===== config.mk =====
export PLATFORM = sky130hd
export DESIGN_NAME = inst_fetch_unit_flat
export DESIGN_NICKNAME = d
export VERILOG_FILES = /design/src/rtl/inst_fetch_unit_pkg.sv /design/src/rtl/inst_fetch_unit_if.sv /design/src/rtl/inst_fetch_unit_skid_fifo.sv /design/src/rtl/inst_fetch_unit.sv /design/src/flat_wrapper.sv
export SDC_FILE = /design/constraint.sdc
export NUM_CORES = 1
export LEC_CHECK = 0
export ABC_AREA = 1
export CORE_AREA = 2 2 117 176
export CTS_CLUSTER_SIZE = 30
export DETAILED_ROUTE_END_ITERATION = 10
export DIE_AREA = 0 0 119 178
export PLACE_DENSITY = 0.75
export SETUP_SLACK_MARGIN = 0.15
export SLEW_MARGIN = 15
export SYNTH_ARGS = -nofsm -noshare
export SYNTH_HDL_FRONTEND = slang
export SYNTH_SLANG_ARGS = --single-unit

===== constraint.sdc =====
create_clock -name clk -period 2.74 [get_ports clk]
set_clock_uncertainty 0.05 [all_clocks]
set_input_delay 0.274 -clock clk [delete_from_list [all_inputs] [get_ports clk]]
set_output_delay 0.274 -clock clk [all_outputs]
set_load 0.1 [all_outputs]

===== src/rtl/inst_fetch_unit_pkg.sv =====
// Shared fetch constants: reset PC, decode bubble instruction, PC step,
// and the skid FIFO operation encoding.
package inst_fetch_unit_pkg;

  localparam logic [31:0] DEF_RESET_PC = 32'h0000_0000;
  // Decode substitutes this when no valid instruction is presented.
  localparam logic [31:0] INST_NOP     = 32'h0000_0013;
  localparam int          PC_INC       = 4;

  typedef enum logic [1:0] {
    FIFO_IDLE = 2'b00,
    FIFO_POP  = 2'b01,
    FIFO_PUSH = 2'b10,
    FIFO_BOTH = 2'b11
  } fifo_op_e;

endpackage


===== src/rtl/inst_fetch_unit_if.sv =====
// Fetch-stage bus bundle: redirect input, decode handshake, RAM read port.
interface inst_fetch_unit_if #(
  parameter int AW     = 32,
  parameter int DW     = 32,
  parameter int RAM_AW = 12
);
  logic              jump_en;
  logic [AW-1:0]     jump_addr;
  logic              out_valid;
  logic              out_ready;
  logic [DW-1:0]     out_inst;
  logic [AW-1:0]     out_pc;
  logic              ram_ren;
  logic [RAM_AW-1:0] ram_addr;
  logic [DW-1:0]     ram_rdata;

  // Fetch unit side.
  modport master (
    input  jump_en, jump_addr, out_ready, ram_rdata,
    output out_valid, out_inst, out_pc, ram_ren, ram_addr
  );

  // Environment side (execute/decode/RAM).
  modport slave (
    output jump_en, jump_addr, out_ready, ram_rdata,
    input  out_valid, out_inst, out_pc, ram_ren, ram_addr
  );
endinterface


===== src/rtl/inst_fetch_unit_skid_fifo.sv =====
// Two-entry skid FIFO holding {pc, inst} pairs between the RAM and decode.
// Flush empties it in one cycle; storage resets to zero so the head reads 0
// out of reset.
module fetch_skid_fifo
  import inst_fetch_unit_pkg::*;
#(
  parameter int W = 64
) (
  input  logic         clk,
  input  logic         rstn,
  input  logic         flush,
  input  logic         push,
  input  logic         pop,
  input  logic [W-1:0] push_data,
  output logic [W-1:0] head_data,
  output logic [1:0]   count
);

  logic [W-1:0] r_mem [2];
  logic         r_rd_ptr;
  logic         r_wr_ptr;
  logic [1:0]   r_count;
  logic         w_pop;
  logic         w_push;
  fifo_op_e     w_op;

  // Guard against underflow/overflow even if the caller misbehaves.
  assign w_pop  = pop && (r_count != 2'd0);
  assign w_push = push && ((r_count != 2'd2) || w_pop);
  assign w_op   = fifo_op_e'({w_push, w_pop});

  // Storage, pointers and occupancy.
  always_ff @(posedge clk or negedge rstn) begin
    if (!rstn) begin
      r_mem[0] <= '0;
      r_mem[1] <= '0;
      r_rd_ptr <= 1'b0;
      r_wr_ptr <= 1'b0;
      r_count  <= 2'd0;
    end else if (flush) begin
      r_rd_ptr <= 1'b0;
      r_wr_ptr <= 1'b0;
      r_count  <= 2'd0;
    end else begin
      case (w_op)
        FIFO_PUSH: begin
          r_mem[r_wr_ptr] <= push_data;
          r_wr_ptr        <= ~r_wr_ptr;
          r_count         <= r_count + 2'd1;
        end
        FIFO_POP: begin
          r_rd_ptr <= ~r_rd_ptr;
          r_count  <= r_count - 2'd1;
        end
        FIFO_BOTH: begin
          r_mem[r_wr_ptr] <= push_data;
          r_wr_ptr        <= ~r_wr_ptr;
          r_rd_ptr        <= ~r_rd_ptr;
        end
        default: ;
      endcase
    end
  end

  assign head_data = r_mem[r_rd_ptr];
  assign count     = r_count;

endmodule


===== src/rtl/inst_fetch_unit.sv =====
// Instruction fetch stage in front of the instruction RAM read port.
// Credit-based issue keeps at most two words in flight or buffered, so the
// skid FIFO never overflows; a redirect flushes everything and reissues in
// the same cycle with no bubble.
module inst_fetch_unit
  import inst_fetch_unit_pkg::*;
#(
  parameter int            AW       = 32,
  parameter int            DW       = 32,
  parameter int            RAM_AW   = 12,
  parameter logic [AW-1:0] RESET_PC = AW'(DEF_RESET_PC)
) (
  input logic               clk,
  input logic               rstn,
  inst_fetch_unit_if.master bus
);

  logic [AW-1:0]    r_pc;
  logic             r_inflight;
  logic [AW-1:0]    r_inflight_pc;

  logic [1:0]       w_count;
  logic [AW+DW-1:0] w_head;
  logic             w_pop;
  logic             w_push;
  logic             w_ren;
  logic [AW-1:0]    w_addr_pc;
  logic [AW-1:0]    w_target;
  logic [2:0]       w_occupancy;

  assign w_target = {bus.jump_addr[AW-1:2], 2'b00};

  // Masked combinationally by jump_en so decode never consumes a word that
  // is being flushed.
  assign bus.out_valid = (w_count != 2'd0) && !bus.jump_en;
  assign w_pop         = bus.out_valid && bus.out_ready;
  assign w_push        = r_inflight && !bus.jump_en;

  // Entries that will be buffered or in flight after this cycle's pop.
  assign w_occupancy = {1'b0, w_count} + {2'b00, r_inflight} - {2'b00, w_pop};

  // Issue decision and request address; reset holds the read port idle.
  always_comb begin
    w_ren     = 1'b0;
    w_addr_pc = r_pc;
    if (!rstn) begin
      w_ren = 1'b0;
    end else if (bus.jump_en) begin
      w_ren     = 1'b1;
      w_addr_pc = w_target;
    end else begin
      w_ren = (w_occupancy < 3'd2);
    end
  end

  assign bus.ram_ren  = w_ren;
  assign bus.ram_addr = w_addr_pc[RAM_AW+1:2];

  // PC and in-flight request tracking.
  always_ff @(posedge clk or negedge rstn) begin
    if (!rstn) begin
      r_pc          <= RESET_PC;
      r_inflight    <= 1'b0;
      r_inflight_pc <= '0;
    end else if (bus.jump_en) begin
      r_pc          <= w_target + AW'(PC_INC);
      r_inflight    <= 1'b1;
      r_inflight_pc <= w_target;
    end else if (w_ren) begin
      r_pc          <= r_pc + AW'(PC_INC);
      r_inflight    <= 1'b1;
      r_inflight_pc <= r_pc;
    end else begin
      r_inflight    <= 1'b0;
    end
  end

  fetch_skid_fifo #(
    .W (AW + DW)
  ) u_skid_fifo (
    .clk       (clk),
    .rstn      (rstn),
    .flush     (bus.jump_en),
    .push      (w_push),
    .pop       (w_pop),
    .push_data ({r_inflight_pc, bus.ram_rdata}),
    .head_data (w_head),
    .count     (w_count)
  );

  assign bus.out_pc   = w_head[AW+DW-1:DW];
  assign bus.out_inst = w_head[DW-1:0];

endmodule


===== src/flat_wrapper.sv =====
// flat-port wrapper written by rule: the top's interface ports become plain ports
module inst_fetch_unit_flat import inst_fetch_unit_pkg::*;
#(
  parameter int            AW       = 32,
  parameter int            DW       = 32,
  parameter int            RAM_AW   = 12,
  parameter logic [AW-1:0] RESET_PC = AW'(DEF_RESET_PC)
)
  (clk, rstn, bus_jump_en, bus_jump_addr, bus_out_ready, bus_ram_rdata, bus_out_valid, bus_out_inst, bus_out_pc, bus_ram_ren, bus_ram_addr);
  inst_fetch_unit_if #(.AW(AW), .DW(DW), .RAM_AW(RAM_AW)) bus_i ();
  input logic clk;
  input logic rstn;
  input wire logic [$bits(bus_i.jump_en)-1:0] bus_jump_en;
  input wire logic [$bits(bus_i.jump_addr)-1:0] bus_jump_addr;
  input wire logic [$bits(bus_i.out_ready)-1:0] bus_out_ready;
  input wire logic [$bits(bus_i.ram_rdata)-1:0] bus_ram_rdata;
  output wire logic [$bits(bus_i.out_valid)-1:0] bus_out_valid;
  output wire logic [$bits(bus_i.out_inst)-1:0] bus_out_inst;
  output wire logic [$bits(bus_i.out_pc)-1:0] bus_out_pc;
  output wire logic [$bits(bus_i.ram_ren)-1:0] bus_ram_ren;
  output wire logic [$bits(bus_i.ram_addr)-1:0] bus_ram_addr;
  assign bus_i.jump_en = bus_jump_en;
  assign bus_i.jump_addr = bus_jump_addr;
  assign bus_i.out_ready = bus_out_ready;
  assign bus_i.ram_rdata = bus_ram_rdata;
  assign bus_out_valid = bus_i.out_valid;
  assign bus_out_inst = bus_i.out_inst;
  assign bus_out_pc = bus_i.out_pc;
  assign bus_ram_ren = bus_i.ram_ren;
  assign bus_ram_addr = bus_i.ram_addr;
  inst_fetch_unit #(.AW(AW), .DW(DW), .RAM_AW(RAM_AW), .RESET_PC(RESET_PC)) u_core (.clk(clk), .rstn(rstn), .bus(bus_i));
endmodule

==> results of run 1 <==
-- Yosys cell counts (2+ instances only) --
library cell  instances  area [um^2]
buf_6                12        135.1
xor2_1                5        43.79
buf_2                 5        25.02
o211ai_1              3        22.52
nor2_4                4        45.04
nand2_1             324         1216
inv_2                 7        26.28
nor2_1               30        112.6
nand4_1               5        31.28
nor2_2                9        56.30
o22ai_1               2        12.51
or2_2                 3        18.77
a21oi_1               3        15.01
clkbuf_1             30        112.6
nand3_1              45        225.2
o21bai_1              5        37.54
buf_4                10        75.07
o21ai_2               8        70.07
mux2_2               62        698.2
inv_1               128        480.5
dfrtp_1             189         4730
o21ai_0             132        660.6
ha_1                  2        25.02
o21ai_1              59        295.3
nand3b_1              2        15.01
nand2_2              21        131.4
-- cell families after synthesis --
group | Yosys count | synth area share (%)
fa+ha+maj | 3 | 0.4758
buf+inv | 195 | 9.318
compound gates | 216 | 12.08
simple gates | 448 | 20.20
flops | 189 | 49.96
other cells | 1 | 0.03961
xor+xnor | 6 | 0.5551
mux | 62 | 7.375
-- flip-flops by register name, indices dropped and copies added, names as in the netlist --
name	count
u_core.u_skid_fifo.count	2
u_core.r_pc	30
u_core.r_inflight	1
u_core.u_skid_fifo.r_rd_ptr	1
u_core.r_inflight_pc	30
u_core.u_skid_fifo.r_mem	124
u_core.u_skid_fifo.r_wr_ptr	1
-- repair_timing --
action / 4_1_cts / 5_1_grt
cloned: 10 / 1
hold buffers: 1 / 0
pin swaps: 10 / 17
hold endpoints to repair: 104 / 0
resized for setup: 37 / 76
endpoints found under the setup margin: 44 / 62
setup buffers: 12 / 3
-- path summary, 6_finish.rpt --
kind / to / slack (ns) / start
setup / recovery: u_core.r_pc[23] / -0.32 / u_core.u_skid_fifo.count[1]
hold / removal: u_core.r_pc[7] / 0.17 / rstn
setup reg to reg: u_core.r_pc[23] / -0.32 / u_core.u_skid_fifo.count[1]
hold reg to reg: u_core.u_skid_fifo.r_mem[63] / 0.43 / u_core.u_skid_fifo.r_mem[63]
max in group asynchronous: u_core.u_skid_fifo.r_rd_ptr / 1.14 / rstn
min in group clk: u_core.u_skid_fifo.r_rd_ptr / 0.27 / bus_jump_en
-- final cells by class --
| cell class | count | area [um^2] | share of cell area [%] |
|---|---|---|---|
| sequential | 189 | 4731 | 36.91 |
| tap | 260 | 325.3 | 2.538 |
| multi-input combinational | 737 | 4272 | 33.33 |
| clock buffer | 20 | 436.7 | 3.407 |
| inverter | 137 | 531.8 | 4.149 |
| clock inverter | 12 | 160.2 | 1.250 |
| timing repair buffer | 209 | 2360 | 18.41 |
-- layer usage --
metal / global-route usage, % / wire, um / up-vias
met5: 0 / 0 / -
met4: 11.86 / 965 / 0
met3: 3.772 / 1112 / 65
met2: 40.37 / 12990 / 247
met1: 28.30 / 9907 / 3859
li1: - / - / 3921
-- stage by stage --
stage	TNS (ns)	worst slack (ns)	util (%)	cell area [um^2]	std cells
floorplan	-25.42	-0.5378	-	9698	1121
CTS	-7.955	-0.2459	63.70	12500	1560
global placement	-4.139	-0.1488	57.93	11370	1505
detailed placement	-6.616	-0.2220	57.93	11370	1505
global route	-21.68	-0.4508	65.30	12820	1564
finish	-14.83	-0.3167	65.30	12820	1564
-- worst max-delay path: stages (launching register included) --
cell,delay (ns)
dfrtp_1,0.39
inv_2,0.07
a21oi_4,0.14
nand2_2,0.07
inv_2,0.07
ha_4,0.19
or2_4,0.22
fa_1,0.53
nand3_2,0.11
buf_6,0.14
buf_6,0.11
o21ai_4,0.19
buf_6,0.14
buf_6,0.12
buf_12,0.15
nand2_2,0.10
inv_2,0.07
nand2_1,0.06
nand3_2,0.07
==> flow_metrics.py, run 1 <==
metrics = {
    "final_layout": {
        "layout_commonest_cell": "nand2_1",
        "syn2layout_area_growth_pct": 35.38,
        "final_cell_mix": "nand2_1 (294), dfrtp_1 (188), inv_1 (120)",
        "nFillCells": 1537,
        "drive_gt1_share_pct": 29.14,
        "antenna_cells": 0,
        "final_nets": 1362,
    },
    "hold_path": {
        "hold_path_class": "input pin to asynchronous set/reset pin",
    },
    "global_routing": {
        "grt_max_degree": 125,
        "grt.total_usage_pct": 23.39,
        "grt_pass1_wl_um": 39080,
        "grt_pass1_vias": 8005,
        "grt_overflow": 0,
        "antenna_found_initial": 0,
    },
    "worst_setup_path": {
        "worstSetupEndpointType": "register",
        "crit_type": "register to register",
        "cp.arrival_ns": 3.39,
        "startpoint_type": "register",
        "r2r_cells": 18,
        "critPathMaxFanout": 6,
        "cp.required_ns": 3.07,
    },
    "die": {
        "initial_core_util_pct": 48.23,
        "core_region_area_um2": 19630,
        "dieArea_um2": 21180,
        "rows": 63,
        "dieHeight_um": 178,
        "io_pins": 146,
        "die_w_um": 119,
    },
    "yosys": {
        "ys_seq_elements": 189,
        "ys_seq_area_share_pct": 49.96,
        "syn_area_per_cell_um2": 8.452,
        "async_reset_ff_share_pct": 100.0,
        "ys_types": 41,
        "synthesis.area_um2": 9467,
        "ys_warn_count": 0,
        "synthCells": 1120,
        "synth_edf_count": 0,
        "synth-main-ff-cell": "dfrtp_1",
    },
    "placed_design": {
        "gp_routability_congestion": 0.8901,
        "numPortBuffers": 141,
        "dp_hpwl_um": 14740,
    },
    "drt": {
        "dr.pass1.iters": 5,
        "drt_wl_total_um": 24980,
        "antenna_left": 0,
        "wl_per_cell_um": 15.97,
        "vias_per_cell": 5.174,
        "drc": 0,
        "drt_first_iter_violations": 549,
        "vias": 8092,
    },
    "clock_tree": {
        "numCtsBuffers": 17,
        "cts_max_path_buffers": 2,
        "htreeDepth": 4,
        "cts_tree": "yes",
        "cts_sinks": 189,
        "path_clk_slew_ns": 0.07,
        "clockRootBuffer": "clkbuf_16",
        "clock_latency_ns": 0.43,
    },
    "timing": {
        "slew_headroom_pct": 29.90,
        "drv_slew": 0,
        "setup_viol": 62,
        "period_share_pct": 111.6,
        "hold_viol": 0,
        "rsz0062_at_grt": "true",
        "max_freq_mhz": 327.2,
        "worst_pin_slew_ns": 1.052,
        "worst_slack_ns": -0.3167,
        "min_period_ns": 3.057,
        "timing.hold.ws_ns": 0.1745,
    },
    "run_status": {
        "failed_checks": "setup timing",
        "status": "finished, violations left",
    },
    "flow_run": {
        "maxCapViolCount": 0,
    },
}
Power of run 1 is left out: the tool's default activity adds up to more than one toggle a clock period on the data nets, which glitch-free logic cannot reach.
==> run 2, diff against run 1 <==
--- a/config.mk
+++ b/config.mk
@@ -6,11 +6,12 @@
 export NUM_CORES = 1
 export LEC_CHECK = 0
 export ABC_AREA = 1
-export CORE_AREA = 2 2 117 176
+export CORE_AREA = 2 2 116 174
 export CTS_CLUSTER_SIZE = 30
 export DETAILED_ROUTE_END_ITERATION = 10
-export DIE_AREA = 0 0 119 178
-export PLACE_DENSITY = 0.75
+export DIE_AREA = 0 0 118 176
+export DONT_BUFFER_PORTS = 1
+export PLACE_DENSITY = 0.67
 export SETUP_SLACK_MARGIN = 0.15
 export SLEW_MARGIN = 15
 export SYNTH_ARGS = -nofsm -noshare
==> flow_metrics.py, run 2 (synthesized netlist as in run 1, its figures left out) <==
metrics = {
    "run_status": {
        "status": "finished, violations left",
        "failed_checks": "hold timing, setup timing",
    },
    "clock_tree": {
        "path_clk_slew_ns": 0.07,
        "cts_max_path_buffers": 2,
        "cts_tree": "yes",
        "numCtsBuffers": 17,
        "clockRootBuffer": "clkbuf_16",
        "htreeDepth": 4,
        "postCtsHoldBufs": 32,
        "cts_sinks": 189,
        "clock_latency_ns": 0.43,
    },
    "die": {
        "initial_core_util_pct": 49.41,
        "dieArea_um2": 20770,
        "core_region_area_um2": 19160,
        "dieHeight_um": 176,
        "die_w_um": 118,
        "io_pins": 146,
        "rows": 62,
    },
    "drt": {
        "wl_per_cell_um": 15.91,
        "dr.pass1.iters": 5,
        "drc": 0,
        "antenna_left": 0,
        "drt_first_iter_violations": 574,
        "vias_per_cell": 5.145,
        "vias": 7475,
        "drt_wl_total_um": 23120,
    },
    "global_routing": {
        "grt_pass1_wl_um": 37610,
        "grt_overflow": 0,
        "grt_max_degree": 195,
        "grt.total_usage_pct": 22.50,
        "antenna_found_initial": 0,
        "grt_pass1_vias": 7470,
    },
    "worst_setup_path": {
        "crit_chain": "inv_2 -> a21oi_4 -> nand2_2 -> inv_2 -> ha_4 -> or2_4 -> fa_2 -> nand3_4 -> buf_6 -> a21oi_4 -> buf_12",
        "startpoint_type": "register",
        "ff2ff_setup_slack_ns": -0.28,
        "crit_path_max_incr_delay_ns": 0.55,
        "cp_slowest_cell": "fa_2",
        "cp.arrival_ns": 2.71,
        "worstSetupEndpointType": "output pin",
        "crit_type": "register to output pin",
        "critPathMaxFanout": 2,
        "r2r_cells": 18,
        "cp.required_ns": 2.42,
    },
    "timing": {
        "slew_headroom_pct": 61.88,
        "max_freq_mhz": 329.5,
        "setup_viol": 62,
        "period_share_pct": 110.7,
        "worst_slack_ns": -0.2945,
        "timing.hold.ws_ns": -0.5166,
        "drv_slew": 0,
        "min_period_ns": 3.035,
        "rsz0062_at_grt": "true",
        "worst_pin_slew_ns": 0.5658,
        "hold_viol": 189,
    },
    "final_layout": {
        "final_nets": 1255,
        "largest_reg_flops": 124,
        "layout_commonest_cell": "nand2_1",
        "fin_util_pct": 61.55,
        "multiInputGateArea_um2": 4302,
        "nFillCells": 1597,
        "antenna_cells": 0,
        "layout.cells.non_filler": 1453,
        "syn2layout_area_growth_pct": 24.57,
        "drive_gt1_share_pct": 26.65,
        "final_cell_mix": "nand2_1 (291), dfrtp_1 (188), inv_1 (119)",
        "regMostFlops": "u_core.u_skid_fifo.r_mem",
        "regArea_um2": 4731,
        "reg.largest.list": "u_core.u_skid_fifo.r_mem: 124 flops, u_core.r_inflight_pc: 30 flops, u_core.r_pc: 30 flops",
    },
    "placed_design": {
        "dp.cells": 1357,
        "gp_routability_congestion": 0.8879,
        "numPortBuffers": 0,
        "dp_hpwl_um": 13600,
    },
    "flow_run": {
        "maxCapViolCount": 0,
    },
    "hold_path": {
        "hold_path_class": "input pin to asynchronous set/reset pin",
    },
}
[run 2: cell types whose count changed in the layout (fill, tap and decap cells not counted), moves of 3 or more]
cell,delta
buf_4,-61
nand2_1,-3
o21ai_2,+8
clkdlybuf4s50_1,-63
nand2_2,+5
buf_12,-10
dlygate4sd3_1,+31
o21ai_1,-7
[run 2: stage by stage]
step / setup slack (ns) / TNS, ns / hold slack (ns) / cell area [um^2]
after detailed placement: 0.03066 / 0 / -0.06660 / 9972
final: -0.2945 / -12.68 / -0.5166 / 11790
after global placement: 0.05258 / 0 / -0.06536 / 9972
after global routing: -0.3750 / -17.87 / -0.5349 / 11790
after floorplan: -0.5378 / -25.42 / -0.07159 / 9698
after CTS: -0.2338 / -7.609 / -0.5342 / 11440
[run 2: area by class of cell]
| type | count | area share (%) |
|---|---|---|
| inverter | 137 | 4.509 |
| clock inverter | 12 | 1.347 |
| tap | 256 | 2.716 |
| sequential | 189 | 40.12 |
| timing repair buffer | 102 | 11.05 |
| clock buffer | 20 | 3.788 |
| multi-input combinational | 737 | 36.48 |
[run 2: worst paths after layout]
check / start / to
max in group asynchronous: rstn / u_core.u_skid_fifo.r_mem[3]
setup / recovery: u_core.u_skid_fifo.count[0] / bus_ram_ren
setup reg to reg: u_core.u_skid_fifo.count[0] / u_core.r_pc[31]
hold reg to reg: u_core.u_skid_fifo.r_mem[51] / u_core.u_skid_fifo.r_mem[51]
min in group clk: bus_jump_en / u_core.r_inflight_pc[3]
hold / removal: rstn / u_core.r_pc[4]
[run 2: timing repair]
| action | in CTS | in global routing |
|---|---|---|
| setup endpoints to repair | 41 | 62 |
| endpoints found under the hold margin | 253 | 189 |
| gates resized for setup | 44 | 75 |
| gates cloned | 10 | 0 |
| buffers inserted | 13 | 9 |
| pin swaps | 9 | 15 |
[run 2: routing by layer]
metal | up-vias | wire length [um] | track usage, % | part of all wire, %
met5 | - | 0 | 0 | 0
met4 | 0 | 1017 | 11.09 | 4.4
met3 | 72 | 845 | 4.231 | 3.7
met2 | 184 | 11480 | 37.28 | 50
met1 | 3523 | 9771 | 28.36 | 42
li1 | 3696 | - | - | -
[run 2: critical path, delay by kind of cell, from the launching register on]
| family | cells | cell delay [ns] |
|---|---|---|
| fa+ha+maj | 2 | 0.74 |
| flops | 1 | 0.38 |
| compound gates | 2 | 0.30 |
| simple gates | 3 | 0.39 |
| buf+inv | 4 | 0.47 |
Power of run 2 is left out for the same reason.
==> run 3, diff against run 2 <==
--- a/config.mk
+++ b/config.mk
@@ -12,7 +12,6 @@
 export DIE_AREA = 0 0 118 176
 export DONT_BUFFER_PORTS = 1
 export PLACE_DENSITY = 0.67
-export SETUP_SLACK_MARGIN = 0.15
 export SLEW_MARGIN = 15
 export SYNTH_ARGS = -nofsm -noshare
 export SYNTH_HDL_FRONTEND = slang
==> flow_metrics.py, run 3 (synthesized netlist as in run 1, its figures left out) <==
metrics = {
    "clock_tree": {
        "numCtsBuffers": 17,
        "clock_latency_ns": 0.43,
        "cts_tree": "yes",
        "path_clk_slew_ns": 0.07,
        "cts_sinks": 189,
        "htreeDepth": 4,
        "clockRootBuffer": "clkbuf_16",
        "postCtsHoldBufs": 32,
        "cts_max_path_buffers": 2,
    },
    "placed_design": {
        "gp_routability_congestion": 0.8358,
        "numPortBuffers": 0,
        "dpl_cell_area_um2": 9997,
        "dp_hpwl_um": 13740,
    },
    "final_layout": {
        "final_cell_mix": "nand2_1 (303), dfrtp_1 (188), inv_1 (126)",
        "layout_commonest_cell": "nand2_1",
        "drive_gt1_share_pct": 21.26,
        "finalInstanceArea_um2": 11230,
        "fin_util_pct": 58.62,
        "largest_reg_flops": 124,
        "reg.largest.list": "u_core.u_skid_fifo.r_mem: 124 flops, u_core.r_inflight_pc: 30 flops, u_core.r_pc: 30 flops",
        "antenna_cells": 0,
        "regMostFlops": "u_core.u_skid_fifo.r_mem",
        "final_nets": 1235,
        "nFillCells": 1731,
        "syn2layout_area_growth_pct": 18.65,
    },
    "global_routing": {
        "grt_max_degree": 195,
        "grt_util_met3_pct": 3.844,
        "grt.total_usage_pct": 20.90,
        "grt_overflow": 0,
        "antenna_found_initial": 0,
        "grt_pass1_vias": 7023,
        "grt-busiest-layer": "met2",
        "grt_use_met2_pct": 35.15,
        "grt_pass1_wl_um": 34890,
        "use_met1_pct": 27.24,
    },
    "drt": {
        "wl_per_cell_um": 15.08,
        "drc": 0,
        "vias_per_cell": 5.054,
        "drt_wl_total_um": 21600,
        "vias": 7237,
        "antenna_left": 0,
        "dr.pass1.iters": 5,
        "drt_first_iter_violations": 569,
    },
    "timing": {
        "worst_pin_slew_ns": 0.5838,
        "slew_headroom_pct": 61.08,
        "rsz0062_at_grt": "true",
        "max_freq_mhz": 337.5,
        "setup_viol": 44,
        "worst_slack_ns": -0.2227,
        "min_period_ns": 2.963,
        "timing.hold.ws_ns": -0.5128,
        "period_share_pct": 108.1,
        "setup_tns_ns": -3.087,
        "hold_viol": 189,
        "drv_slew": 0,
    },
    "worst_setup_path": {
        "worstSetupEndpointType": "output pin",
        "reg2reg_to": "u_core.r_pc[27]",
        "startpoint_type": "register",
        "crit_type": "register to output pin",
        "critPathMaxFanout": 2,
        "cp.required_ns": 2.42,
        "r2r_cells": 16,
        "cp.arrival_ns": 2.64,
        "critPathLaunch": "u_core.u_skid_fifo.count[1]",
        "r2r_start": "u_core.u_skid_fifo.count[1]",
        "ff2ff_setup_slack_ns": -0.13,
    },
    "run_status": {
        "failed_checks": "hold timing, setup timing",
        "status": "finished, violations left",
    },
    "die": {
        "die_w_um": 118,
        "io_pins": 146,
        "rows": 62,
        "dieHeight_um": 176,
        "dieArea_um2": 20770,
        "core_region_area_um2": 19160,
        "initial_core_util_pct": 49.41,
    },
    "flow_run": {
        "maxCapViolCount": 0,
    },
    "hold_path": {
        "hold_path_class": "input pin to asynchronous set/reset pin",
    },
}
[run 3: per-stage QoR]
| stage | hold WS, ns | setup slack (ns) | cells |
|---|---|---|---|
| 6_report | -0.5128 | -0.2227 | 1432 |
| 5_1_grt | -0.5419 | -0.3368 | 1432 |
| 4_1_cts | -0.5384 | -0.2333 | 1419 |
| 3_5_place_dp | -0.06535 | 0.01374 | 1356 |
| 3_3_place_gp | -0.06441 | 0.03073 | 1356 |
| 2_1_floorplan | -0.07159 | -0.5408 | 1121 |
[run 3: final cells by class]
class / instances / area, um^2 / area share, %
clock buffer: 19 / 452.9 / 4.033
clock inverter: 12 / 186.4 / 1.660
inverter: 137 / 521.8 / 4.645
multi-input combinational: 737 / 4065 / 36.19
sequential: 189 / 4731 / 42.12
tap: 256 / 320.3 / 2.852
timing repair buffer: 82 / 954.7 / 8.500
[run 3: worst max-delay path: stages (launching register included)]
cell and delay (ns):
dfrtp_1 0.36, inv_2 0.06, a21oi_4 0.16, nand2_2 0.08
inv_2 0.07, ha_4 0.19, or2_4 0.22, fa_1 0.51
nand3_2 0.10, buf_6 0.14, a21oi_4 0.13, buf_12 0.19
[run 3: how the worst max path moves through the flow]
stage,endpoint,slack (ns),cells past startpoint
global route,bus_ram_ren,-0.34,11
finish,bus_ram_ren,-0.22,11
CTS,bus_ram_ren,-0.23,11
floorplan,bus_ram_ren,-0.54,9
detailed placement,u_core.r_pc[12],0.01,14
global placement,u_core.r_pc[28],0.03,14
[run 3: what timing repair did]
action,in CTS,in global routing
buffers inserted,0,6
gates resized for setup,2,21
gates cloned,0,7
endpoints found under the hold margin,253,189
pin swaps,4,6
endpoints found under the setup margin,9,41
[run 3: metal layers]
layer | vias up | wire length (um)
met5 | - | 0
met4 | 0 | 468
met3 | 37 | 905
met2 | 192 | 10570
met1 | 3340 | 9653
li1 | 3668 | -
Power of run 3 is left out for the same reason.
